## config.mk

```make
export PLATFORM = sky130hd
export DESIGN_NAME = archie_kbd_proto
export DESIGN_NICKNAME = d
export VERILOG_FILES = /design/src/rtl/archie_kbd_pkg.sv /design/src/rtl/archie_kbd_fifo.sv /design/src/rtl/archie_kbd_proto.sv
export SDC_FILE = /design/constraint.sdc
export NUM_CORES = 1
export LEC_CHECK = 0
export BUFFER_PORTS_ARGS = -buffer_cell sky130_fd_sc_hd__buf_4
export CORE_UTILIZATION = 40
export CTS_CLUSTER_DIAMETER = 120
export DETAILED_ROUTE_END_ITERATION = 12
export GPL_TIMING_DRIVEN = 0
export SETUP_SLACK_MARGIN = 0.3
export SLEW_MARGIN = 15
export SYNTH_ARGS = -nofsm -noshare
export SYNTH_HDL_FRONTEND = slang
export SYNTH_SLANG_ARGS = --single-unit
export TNS_END_PERCENT = 30
```

## constraint.sdc

```tcl
create_clock -name clkcpu -period 2.55 [get_ports clkcpu]
set_clock_uncertainty 0.1 [all_clocks]
set_input_delay 0.1275 -clock clkcpu [delete_from_list [all_inputs] [get_ports clkcpu]]
set_output_delay 0.1275 -clock clkcpu [all_outputs]
set_load 0.01 [all_outputs]
```

## src/rtl/archie_kbd_pkg.sv

```systemverilog
// Shared constants, state encoding and FIFO entry layout for the
// Archimedes keyboard-side protocol engine.
package archie_kbd_pkg;

  localparam logic [7:0] HRST = 8'hFF;
  localparam logic [7:0] RAK1 = 8'hFE;
  localparam logic [7:0] RAK2 = 8'hFD;
  localparam logic [7:0] RQID = 8'h20;
  localparam logic [7:0] PRST = 8'h21;
  localparam logic [7:0] BACK = 8'h3F;
  localparam logic [7:0] NACK = 8'h30;
  localparam logic [7:0] SACK = 8'h31;
  localparam logic [7:0] MACK = 8'h32;
  localparam logic [7:0] SMAK = 8'h33;

  localparam logic [3:0] KEYDN = 4'hC;
  localparam logic [3:0] KEYUP = 4'hD;

  typedef logic [3:0] state_t;

  localparam state_t ST_SYNC    = 4'd0;
  localparam state_t ST_TX_HRST = 4'd1;
  localparam state_t ST_W_RAK1  = 4'd2;
  localparam state_t ST_TX_RAK1 = 4'd3;
  localparam state_t ST_W_RAK2  = 4'd4;
  localparam state_t ST_TX_RAK2 = 4'd5;
  localparam state_t ST_W_ACK   = 4'd6;
  localparam state_t ST_IDLE    = 4'd7;
  localparam state_t ST_TX_B1   = 4'd8;
  localparam state_t ST_W_BACK  = 4'd9;
  localparam state_t ST_TX_B2   = 4'd10;
  localparam state_t ST_W_FACK  = 4'd11;
  localparam state_t ST_TX_KBID = 4'd12;

  typedef struct packed {
    logic       up;
    logic [3:0] row;
    logic [3:0] col;
  } key_entry_t;

  // NACK/SACK/MACK/SMAK: bit 0 is the key enable, bit 1 the mouse enable.
  function automatic logic is_ack(input logic [7:0] b);
    return b[7:2] == 6'b001100;
  endfunction

  function automatic logic [6:0] sat_add(input logic [6:0] acc, input logic [7:0] d);
    logic signed [8:0] s;
    s = $signed({{2{acc[6]}}, acc}) + $signed({d[7], d});
    if (s > 9'sd63) return 7'h3F;
    else if (s < -9'sd64) return 7'h40;
    else return s[6:0];
  endfunction

endpackage

```

## src/rtl/archie_kbd_fifo.sv

```systemverilog
// Small synchronous key-event FIFO; the head is visible combinationally so
// a transfer can be retried without popping.
module archie_kbd_fifo #(
  parameter int DEPTH = 8,
  parameter int W     = 9
) (
  input  logic         clk,
  input  logic         rst_n,
  input  logic         flush,
  input  logic         push,
  input  logic [W-1:0] din,
  input  logic         pop,
  output logic [W-1:0] dout,
  output logic         full,
  output logic         empty
);
  localparam int AW = $clog2(DEPTH);

  logic [W-1:0]  mem [DEPTH];
  logic [AW-1:0] wr_ptr_reg, rd_ptr_reg;
  logic [AW:0]   count_reg;
  logic          push_ok, pop_ok;

  assign full    = count_reg == (AW+1)'(DEPTH);
  assign empty   = count_reg == '0;
  assign push_ok = push && !full;
  assign pop_ok  = pop && !empty;
  assign dout    = mem[rd_ptr_reg];

  always_ff @(posedge clk) begin
    if (push_ok && !flush) mem[wr_ptr_reg] <= din;
  end

  always_ff @(posedge clk or negedge rst_n) begin
    if (!rst_n) begin
      wr_ptr_reg <= '0;
      rd_ptr_reg <= '0;
      count_reg  <= '0;
    end else if (flush) begin
      wr_ptr_reg <= '0;
      rd_ptr_reg <= '0;
      count_reg  <= '0;
    end else begin
      if (push_ok) wr_ptr_reg <= wr_ptr_reg + 1'b1;
      if (pop_ok) rd_ptr_reg <= rd_ptr_reg + 1'b1;
      case ({push_ok, pop_ok})
        2'b10:   count_reg <= count_reg + 1'b1;
        2'b01:   count_reg <= count_reg - 1'b1;
        default: count_reg <= count_reg;
      endcase
    end
  end

endmodule

```

## src/rtl/archie_kbd_proto.sv

```systemverilog
// Keyboard-side Archimedes link engine: reset handshake, acknowledged
// two-byte key/mouse transfers, RQID and LED commands, paced by a gap counter.
module archie_kbd_proto
  import archie_kbd_pkg::*;
#(
  parameter int         FIFO_DEPTH = 8,
  parameter int         TX_GAP     = 2048,
  parameter logic [7:0] KBID       = 8'h81
) (
  input  logic       clkcpu,
  input  logic       rst_n_i,
  input  logic       key_stb,
  input  logic       key_up,
  input  logic [3:0] key_row,
  input  logic [3:0] key_col,
  input  logic       mouse_stb,
  input  logic [7:0] mouse_dx,
  input  logic [7:0] mouse_dy,
  input  logic [7:0] kbd_out_data,
  input  logic       kbd_out_strobe,
  output logic [7:0] kbd_in_data,
  output logic       kbd_in_strobe,
  output logic [2:0] leds,
  output logic       key_ovf
);
  localparam int GW = $clog2(TX_GAP + 1);

  state_t        state_reg, state_next;
  logic [GW-1:0] gap_reg;
  logic          key_en_reg, mouse_en_reg, mouse_xfer_reg;
  logic [6:0]    acc_x_reg, acc_y_reg, lat_x_reg, lat_y_reg;
  logic [7:0]    kbd_in_data_reg;
  logic          kbd_in_strobe_reg, key_ovf_reg;
  logic [2:0]    leds_reg;

  key_entry_t    head;
  logic          fifo_full, fifo_empty, fifo_push, fifo_pop;
  logic          host_hrst, host_ack, tx_state, tx_go, start_key, start_mouse;
  logic [3:0]    prefix;
  logic [7:0]    tx_byte;

  assign host_hrst   = kbd_out_strobe && (kbd_out_data == HRST);
  assign host_ack    = kbd_out_strobe && is_ack(kbd_out_data);
  assign tx_state    = state_reg inside {ST_TX_HRST, ST_TX_RAK1, ST_TX_RAK2,
                                         ST_TX_B1, ST_TX_B2, ST_TX_KBID};
  // A host reset in the issuing cycle kills the byte before it leaves.
  assign tx_go       = tx_state && (gap_reg == '0) && !host_hrst;
  assign start_key   = (state_reg == ST_IDLE) && !kbd_out_strobe && key_en_reg && !fifo_empty;
  assign start_mouse = (state_reg == ST_IDLE) && !kbd_out_strobe && !start_key &&
                       mouse_en_reg && ((acc_x_reg != '0) || (acc_y_reg != '0));
  assign fifo_push   = key_stb && !host_hrst;
  assign fifo_pop    = (state_reg == ST_W_FACK) && host_ack && !mouse_xfer_reg;
  assign prefix      = head.up ? KEYUP : KEYDN;

  archie_kbd_fifo #(.DEPTH(FIFO_DEPTH), .W($bits(key_entry_t))) u_fifo (
    .clk   (clkcpu),
    .rst_n (rst_n_i),
    .flush (host_hrst),
    .push  (fifo_push),
    .din   ({key_up, key_row, key_col}),
    .pop   (fifo_pop),
    .dout  (head),
    .full  (fifo_full),
    .empty (fifo_empty)
  );

  always_comb begin
    tx_byte = 8'h00;
    case (state_reg)
      ST_TX_HRST: tx_byte = HRST;
      ST_TX_RAK1: tx_byte = RAK1;
      ST_TX_RAK2: tx_byte = RAK2;
      ST_TX_KBID: tx_byte = KBID;
      ST_TX_B1:   tx_byte = mouse_xfer_reg ? {1'b0, lat_x_reg} : {prefix, head.row};
      ST_TX_B2:   tx_byte = mouse_xfer_reg ? {1'b0, lat_y_reg} : {prefix, head.col};
      default:    tx_byte = 8'h00;
    endcase
  end

  always_comb begin
    state_next = state_reg;
    if (host_hrst) begin
      state_next = ST_TX_HRST;
    end else if (tx_go) begin
      case (state_reg)
        ST_TX_HRST: state_next = ST_W_RAK1;
        ST_TX_RAK1: state_next = ST_W_RAK2;
        ST_TX_RAK2: state_next = ST_W_ACK;
        ST_TX_B1:   state_next = ST_W_BACK;
        ST_TX_B2:   state_next = ST_W_FACK;
        default:    state_next = ST_IDLE;
      endcase
    end else if (kbd_out_strobe) begin
      case (state_reg)
        ST_W_RAK1: state_next = (kbd_out_data == RAK1) ? ST_TX_RAK1 : ST_TX_HRST;
        ST_W_RAK2: state_next = (kbd_out_data == RAK2) ? ST_TX_RAK2 : ST_TX_HRST;
        ST_W_ACK:  state_next = host_ack ? ST_IDLE : ST_TX_HRST;
        ST_IDLE:   if (kbd_out_data == RQID) state_next = ST_TX_KBID;
        ST_W_BACK: state_next = (kbd_out_data == BACK) ? ST_TX_B2 : ST_TX_HRST;
        ST_W_FACK: state_next = host_ack ? ST_IDLE : ST_TX_HRST;
        default:   state_next = state_reg;
      endcase
    end else if (start_key || start_mouse) begin
      state_next = ST_TX_B1;
    end
  end

  always_ff @(posedge clkcpu or negedge rst_n_i) begin
    if (!rst_n_i) begin
      state_reg         <= ST_SYNC;
      gap_reg           <= GW'(TX_GAP);
      key_en_reg        <= 1'b0;
      mouse_en_reg      <= 1'b0;
      mouse_xfer_reg    <= 1'b0;
      acc_x_reg         <= '0;
      acc_y_reg         <= '0;
      lat_x_reg         <= '0;
      lat_y_reg         <= '0;
      kbd_in_data_reg   <= 8'h00;
      kbd_in_strobe_reg <= 1'b0;
      key_ovf_reg       <= 1'b0;
      leds_reg          <= 3'b000;
    end else begin
      state_reg         <= state_next;
      kbd_in_strobe_reg <= tx_go;
      key_ovf_reg       <= key_stb && fifo_full && !host_hrst;
      if (tx_go) kbd_in_data_reg <= tx_byte;

      if (kbd_out_strobe || tx_go) gap_reg <= GW'(TX_GAP);
      else if (gap_reg != '0) gap_reg <= gap_reg - 1'b1;

      if (host_hrst) begin
        key_en_reg   <= 1'b0;
        mouse_en_reg <= 1'b0;
      end else if (host_ack && (state_reg inside {ST_W_ACK, ST_IDLE, ST_W_FACK})) begin
        key_en_reg   <= kbd_out_data[0];
        mouse_en_reg <= kbd_out_data[1];
      end

      if (kbd_out_strobe && (state_reg == ST_IDLE) && (kbd_out_data[7:3] == 5'b0))
        leds_reg <= kbd_out_data[2:0];

      if (start_key) mouse_xfer_reg <= 1'b0;

      // Starting a mouse transfer snapshots the totals; a same-cycle delta
      // seeds the next accumulation rather than being lost.
      if (host_hrst) begin
        acc_x_reg <= '0;
        acc_y_reg <= '0;
      end else if (start_mouse) begin
        mouse_xfer_reg <= 1'b1;
        lat_x_reg      <= acc_x_reg;
        lat_y_reg      <= acc_y_reg;
        acc_x_reg      <= mouse_stb ? sat_add(7'd0, mouse_dx) : 7'd0;
        acc_y_reg      <= mouse_stb ? sat_add(7'd0, mouse_dy) : 7'd0;
      end else if (mouse_stb) begin
        acc_x_reg <= sat_add(acc_x_reg, mouse_dx);
        acc_y_reg <= sat_add(acc_y_reg, mouse_dy);
      end
    end
  end

  assign kbd_in_data   = kbd_in_data_reg;
  assign kbd_in_strobe = kbd_in_strobe_reg;
  assign leds          = leds_reg;
  assign key_ovf       = key_ovf_reg;

endmodule

```

After elaboration in Yosys (flattened, before gate mapping). Memory sizes are Yosys's and may differ from the RTL's. Index checks and enable logic that the tools add are counted.

Memories kept: 1. Register bits after elaboration: 70. Output and inout bits: 13. Input bits: 38. Memory bits (writable): 72. Logic and storage cells: 152.

Memories: u_fifo.mem (depth 8, bits a word 9, rd ports 1, clocked after Yosys merged registers in 0, write ports 1, RTL line archie_kbd_fifo.sv:19) `logic [W-1:0] mem [DEPTH];`.

Bitwise operators: 1. Magnitude comparators: 8. Eq/ne operators: 23. Muxes and demuxes: 48. Reductions and logical operators: 48. $add $sub $neg: 7.

Operators by type and width (number): $mux W7 (16); $pmux W8 S6 (1); $pmux W4 S5 (2); $mux W4 (7); $eq A4 B4 Y1 const B (6); $eq A8 B8 Y1 const B (3); $mux W12 (2); $logic_and A1 B1 Y1 (21); $add A7 B8 Y9 (2); $gt A9 B7 Y1 const B (2); $lt A9 B7 Y1 const B (2); $mux W3 (6); $eq A4 B3 Y1 const B (4); $eq A8 B6 Y1 const B (2); $gt A8 B7 Y1 const B (2); $lt A8 B7 Y1 const B (2); $mux W8 (2); $reduce_bool A7 Y1 (2); $logic_not A12 Y1 (1); $reduce_bool A12 Y1 (1); $sub A12 B1 Y12 const B (1); $mux W1 (10); $reduce_bool A3 Y1 (3); $eq A4 B2 Y1 const B (2); 22 further kinds (33).

Depth between registers and ports, before layout.
Depth after elaboration: 13. Depth in mapped cells: 10. Depth with buffers taken out: 10.

Hierarchy. From an unflattened synthesis, not the netlist that was laid out.

Cell total of the unflattened synthesis: 626. Area, all modules: 7632.3 sq um.

By module, submodules not included: archie_kbd_proto (cells each 445, area an instance 4219.0 sq um, instances 1, seq. area each 1502.7 sq um); archie_kbd_fifo (cells each 181, area an instance 3413.3 sq um, instances 1, seq. area each 2412.3 sq um).

Worst setup path before layout. No wires, ideal clock.

Path type: reg2reg. From: reg u_fifo.count_reg[1]. To: reg u_fifo.count_reg[3]. Library setup time: 0.122 ns. Buffers on the path: 0. Arrival time: 2.581 ns. Path slack: -0.252 ns. Stages on the path, launching flop included: 10. Period minus slack after synthesis: 2.802 ns. Required time: 2.328 ns. Path through: dfrtp_1 -> nor4b_1 -> nor3_1 -> nor3_1 -> ha_1 -> a21o_1 -> a21oi_1 -> nor2_1 -> a211o_1 -> a32o_1.

Word-level cells in the longest chain between the ends: 6. Elaborated cells on any way between the ends: 13. Those cells by class: add/sub (2); eq/ne (3); mux (2); reduce/logical (6).

RTL lines: from (decl) (RTL line archie_kbd_fifo.sv:21) `logic [AW:0] count_reg;`; from (signal assigned) (RTL line archie_kbd_fifo.sv:47) `2'b10: count_reg <= count_reg + 1'b1;`; from (signal assigned) (RTL line archie_kbd_fifo.sv:48) `2'b01: count_reg <= count_reg - 1'b1;`; from (signal assigned) (RTL line archie_kbd_fifo.sv:49) `default: count_reg <= count_reg;`; $eq A4 B4 Y1 or $logic_not A4 Y1 (tied branches) (RTL line archie_kbd_fifo.sv:24, archie_kbd_fifo.sv:25); $logic_not A1 Y1 (on tied branches) (RTL line archie_kbd_fifo.sv:26, archie_kbd_fifo.sv:27); $logic_and A1 B1 Y1 (on tied branches) (RTL line archie_kbd_fifo.sv:26, archie_kbd_fifo.sv:27); $eq A2 B1 Y1 or $eq A2 B2 Y1 (tied branches) (RTL line archie_kbd_fifo.sv:46) `case ({push_ok, pop_ok})`; $pmux W4 S2 (RTL line archie_kbd_fifo.sv:46); $mux W4 (RTL line archie_kbd_fifo.sv:39) `end else if (flush) begin`.

Several ways; a longest one is shown, not always the timed one. A chain may end at the register's enable or synchronous reset.

Worst setup path in the final report.
From: reg state_reg[1]. To: reg u_fifo.count_reg[3].

Word-level cells in the longest chain between the ends: 7. Elaborated cells on any way between the ends: 9. Those cells by class: eq/ne (3); mux (2); reduce/logical (4).

RTL lines: from (decl) (RTL line archie_kbd_proto.sv:28) `state_t state_reg, state_next;`; from (signal assigned) (RTL line archie_kbd_proto.sv:124) `state_reg <= state_next;`; $eq A4 B4 Y1 * (RTL line archie_kbd_proto.sv:52) `assign fifo_pop = (state_reg == ST_W_FACK) && host_ack && !mouse_xfer_reg;`; $logic_and A1 B1 Y1 * (2 in a row) (RTL line archie_kbd_proto.sv:52); $logic_and A1 B1 Y1 * (RTL line archie_kbd_fifo.sv:27) `assign pop_ok = pop && !empty;`; $eq A2 B1 Y1 or $eq A2 B2 Y1 (tied branches) (RTL line archie_kbd_fifo.sv:46); $pmux W4 S2 (RTL line archie_kbd_fifo.sv:46); $mux W4 (RTL line archie_kbd_fifo.sv:39).

Every way passes the cells marked *; elsewhere a longest branch is shown, timed or not.

==> out/summary.txt <==
Routed via count = 5,700
Synth top area share = 29.0%
Status = complete, but fails checks
Netlist cell types = 71
Failing checks = design-rule violations, negative setup slack
Critical Path AT = 2760 ps
Crit path max-delay family = simple AND/OR/NAND/NOR gates
Placer Congestion = 0.888
# rows = 49
Core Area = 0.0181 mm2
Post-synth EDFFs = 72
Prevailing post-synth register cell = edfxtp_1
Antenna Nets Post-Route = 0
Die Y = 139 um
Final wirelength = 19,100 um
Die W = 139 um
Post-Synthesis Cells = 660
CTS max path bufs = 2
Post-Syn Area = 0.00745 mm2
CTS H-tree lvls = 4
Leak pwr = 3.77 nW
I/O pins = 51
Antenna cell count = 0
CTS root buffer = clkbuf_16
Vias in the first global route = 5,739
Final min period = 2560 ps
Worst Setup End Kind = register
Average size of a mapped cell = 11.3 um2
Fmax = 391 MHz
DRC = 10
Final Max Tran Viols = 0
Total GRT Usage = 20.4%
Multi-input gate area = 0.00383 mm2
Initial antenna violation count = 0
CP max-delay cell = dfrtp_1
Critical path buffers and inverters = 1
Dpl ws = -306 ps
Filler cell count = 1,554
Die area = 0.0192 mm2
TritonCTS buffer count = 17
Top cell type by total area after synthesis = edfxtp_1
Post-synth ARST share = 49.3%
Worst Path Required = 2760 ps
Initial core utilization = 41.2%
Reg clk slew, reported paths = 60 ps
Peak supply drop = 585 uV
Most common cell after layout, fill and taps aside = nand2_1
Syn Nets = 722
Largest register FFs = 72
# clock sinks = 142
Kind of start point of the critical path = register
Yosys warning count = 0
Cells along the critical path = buf_6, and4b_1, nand4b_1, nor3_4, ha_1, a21o_1, a21oi_2, and3_1, o21ai_0, a32o_1
Nets = 843
Worst setup margin = -9.87 ps
Total power = 10.1 mW
Setup CP Type = register to register
Worst Path Max Fanout = 3
Sequential-to-total area share from yosys stat = 52.5%
P&R area growth vs syn = 29.1%
Crit-path max cell delay = 380 ps
DR iter-0 viols = 284
RSZ-0062 raised after global routing = true
Worst rel slew slack = 38.5%
Largest net degree at the start of global routing = 71
Final hold viol count = 0
Slew @ Worst Pin = 922 ps
Setup violators final = 1
Max-Cap Viols = 0
Port bufs = 49
Power density cells = 1050 mW/mm2
Pre-antenna DRT Iters = 11
Dpl hpwl = 12,800 um
Worst min path class = input pin to register
Overflow after GRT = 0
Post-route clock period utilization = 100%
Most frequent cells in the layout = nand2_1 (96), buf_4 (86), edfxtp_1 (72)
Layout cells sized above 1 = 30.3%
Synth top area cells = edfxtp_1 (29%), dfrtp_1 (23%), mux4_2 (5.7%), nand2_1 (4.8%), ha_1 (3.5%)
Register area = 0.00392 mm2
TritonCTS clock tree = yes
Global-route wire length before repair = 30,200 um
Skew-Pair Late Insertion Delay = 420 ps
Fin util = 53.2%
DR vias/cell = 5.58
#FFs+latches synth = 142
DR WL/cell = 18.7 um
worst reg2reg max path: stages, from the launching register on:
cell and delay, ps:
dfrtp_1 380, buf_6 110, and4b_1 170, nand4b_1 240
nor3_4 300, ha_1 260, a21o_1 160, a21oi_2 160
and3_1 190, o21ai_0 100, a32o_1 270
report_power, final:
part	total [mW]	internal, mW	leakage, nW	switching, mW
combinational	4.22	1.96	1.96	2.26
clock	2.47	1.46	0.282	1.01
sequential	3.43	2.94	1.53	0.492
synth_stat cells (11+ instances only):
cell type / n
a21o_1: 11
a21oi_1: 31
clkbuf_1: 11
dfrtp_1: 69
edfxtp_1: 72
ha_1: 21
inv_1: 12
mux4_2: 19
nand2_1: 96
nand3_1: 13
nor2_1: 55
nor2b_1: 11
nor3_1: 13
o21ai_0: 32
xor2_1: 11
what timing repair did:
item                                    4_1_cts  5_1_grt
buffers inserted                             16       19
hold buffers                                 15        0
endpoints found under the setup margin      114      101
resized for setup                            31       70
endpoints found under the hold margin       148        0
gates cloned                                  0        1
pin swaps                                    10       28
worst paths after layout:
kind | from | end | slack, ps | cells after the start
min in group asynchronous | rst_n_i | gap_reg[10] | 270 | 2
worst min-delay path | mouse_dy[0] | acc_y_reg[0] | 40 | 4
max in group asynchronous | rst_n_i | u_fifo.count_reg[2] | 1390 | 2
worst min register to register | lat_x_reg[5] | lat_x_reg[5] | 370 | 2
worst max-delay path | state_reg[1] | u_fifo.count_reg[3] | -10 | 10
worst max register to register | state_reg[1] | u_fifo.count_reg[3] | -10 | 10
cell families after synthesis:
family,share of synthesized area [%]
AOI/OAI and AO/OA,13.1
buffers and inverters,2.13
DFF,52.5
and+or+nand+nor,16.2
adders and majority gates,5.67
xor gates and xnor gates,2.47
muxes,7.84
per-stage QoR:
stage | setup TNS, ps | area (um2) | hold WS, ps | instances
after global routing | -107 | 9620 | 51.2 | 1022
after floorplan | -2.59 | 7520 | -268 | 660
after CTS | 0 | 9160 | 17.9 | 1002
final | -9.87 | 9620 | 39.6 | 1022
after detailed placement | -13210 | 8200 | 228 | 940
after global placement | -22480 | 8180 | 208 | 938
metal layers:
metal	track usage [%]	wire [um]	share of wire (%)
met3	3.78	793	4.2
met5	0	0	0
met4	8.46	357	1.9
met1	27.7	8640	45
met2	32.3	9290	49
layout make-up:
| class | instances | area share, % |
|---|---|---|
| multi-input combinational | 482 | 39.9 |
| inverter | 14 | 0.546 |
| sequential | 142 | 40.8 |
| clock buffer | 17 | 4.42 |
| tap | 229 | 2.98 |
| timing repair buffer | 101 | 8.31 |
| clock inverter | 14 | 1.65 |
| buffer | 23 | 1.48 |
Power figures use the tool's default switching activity.
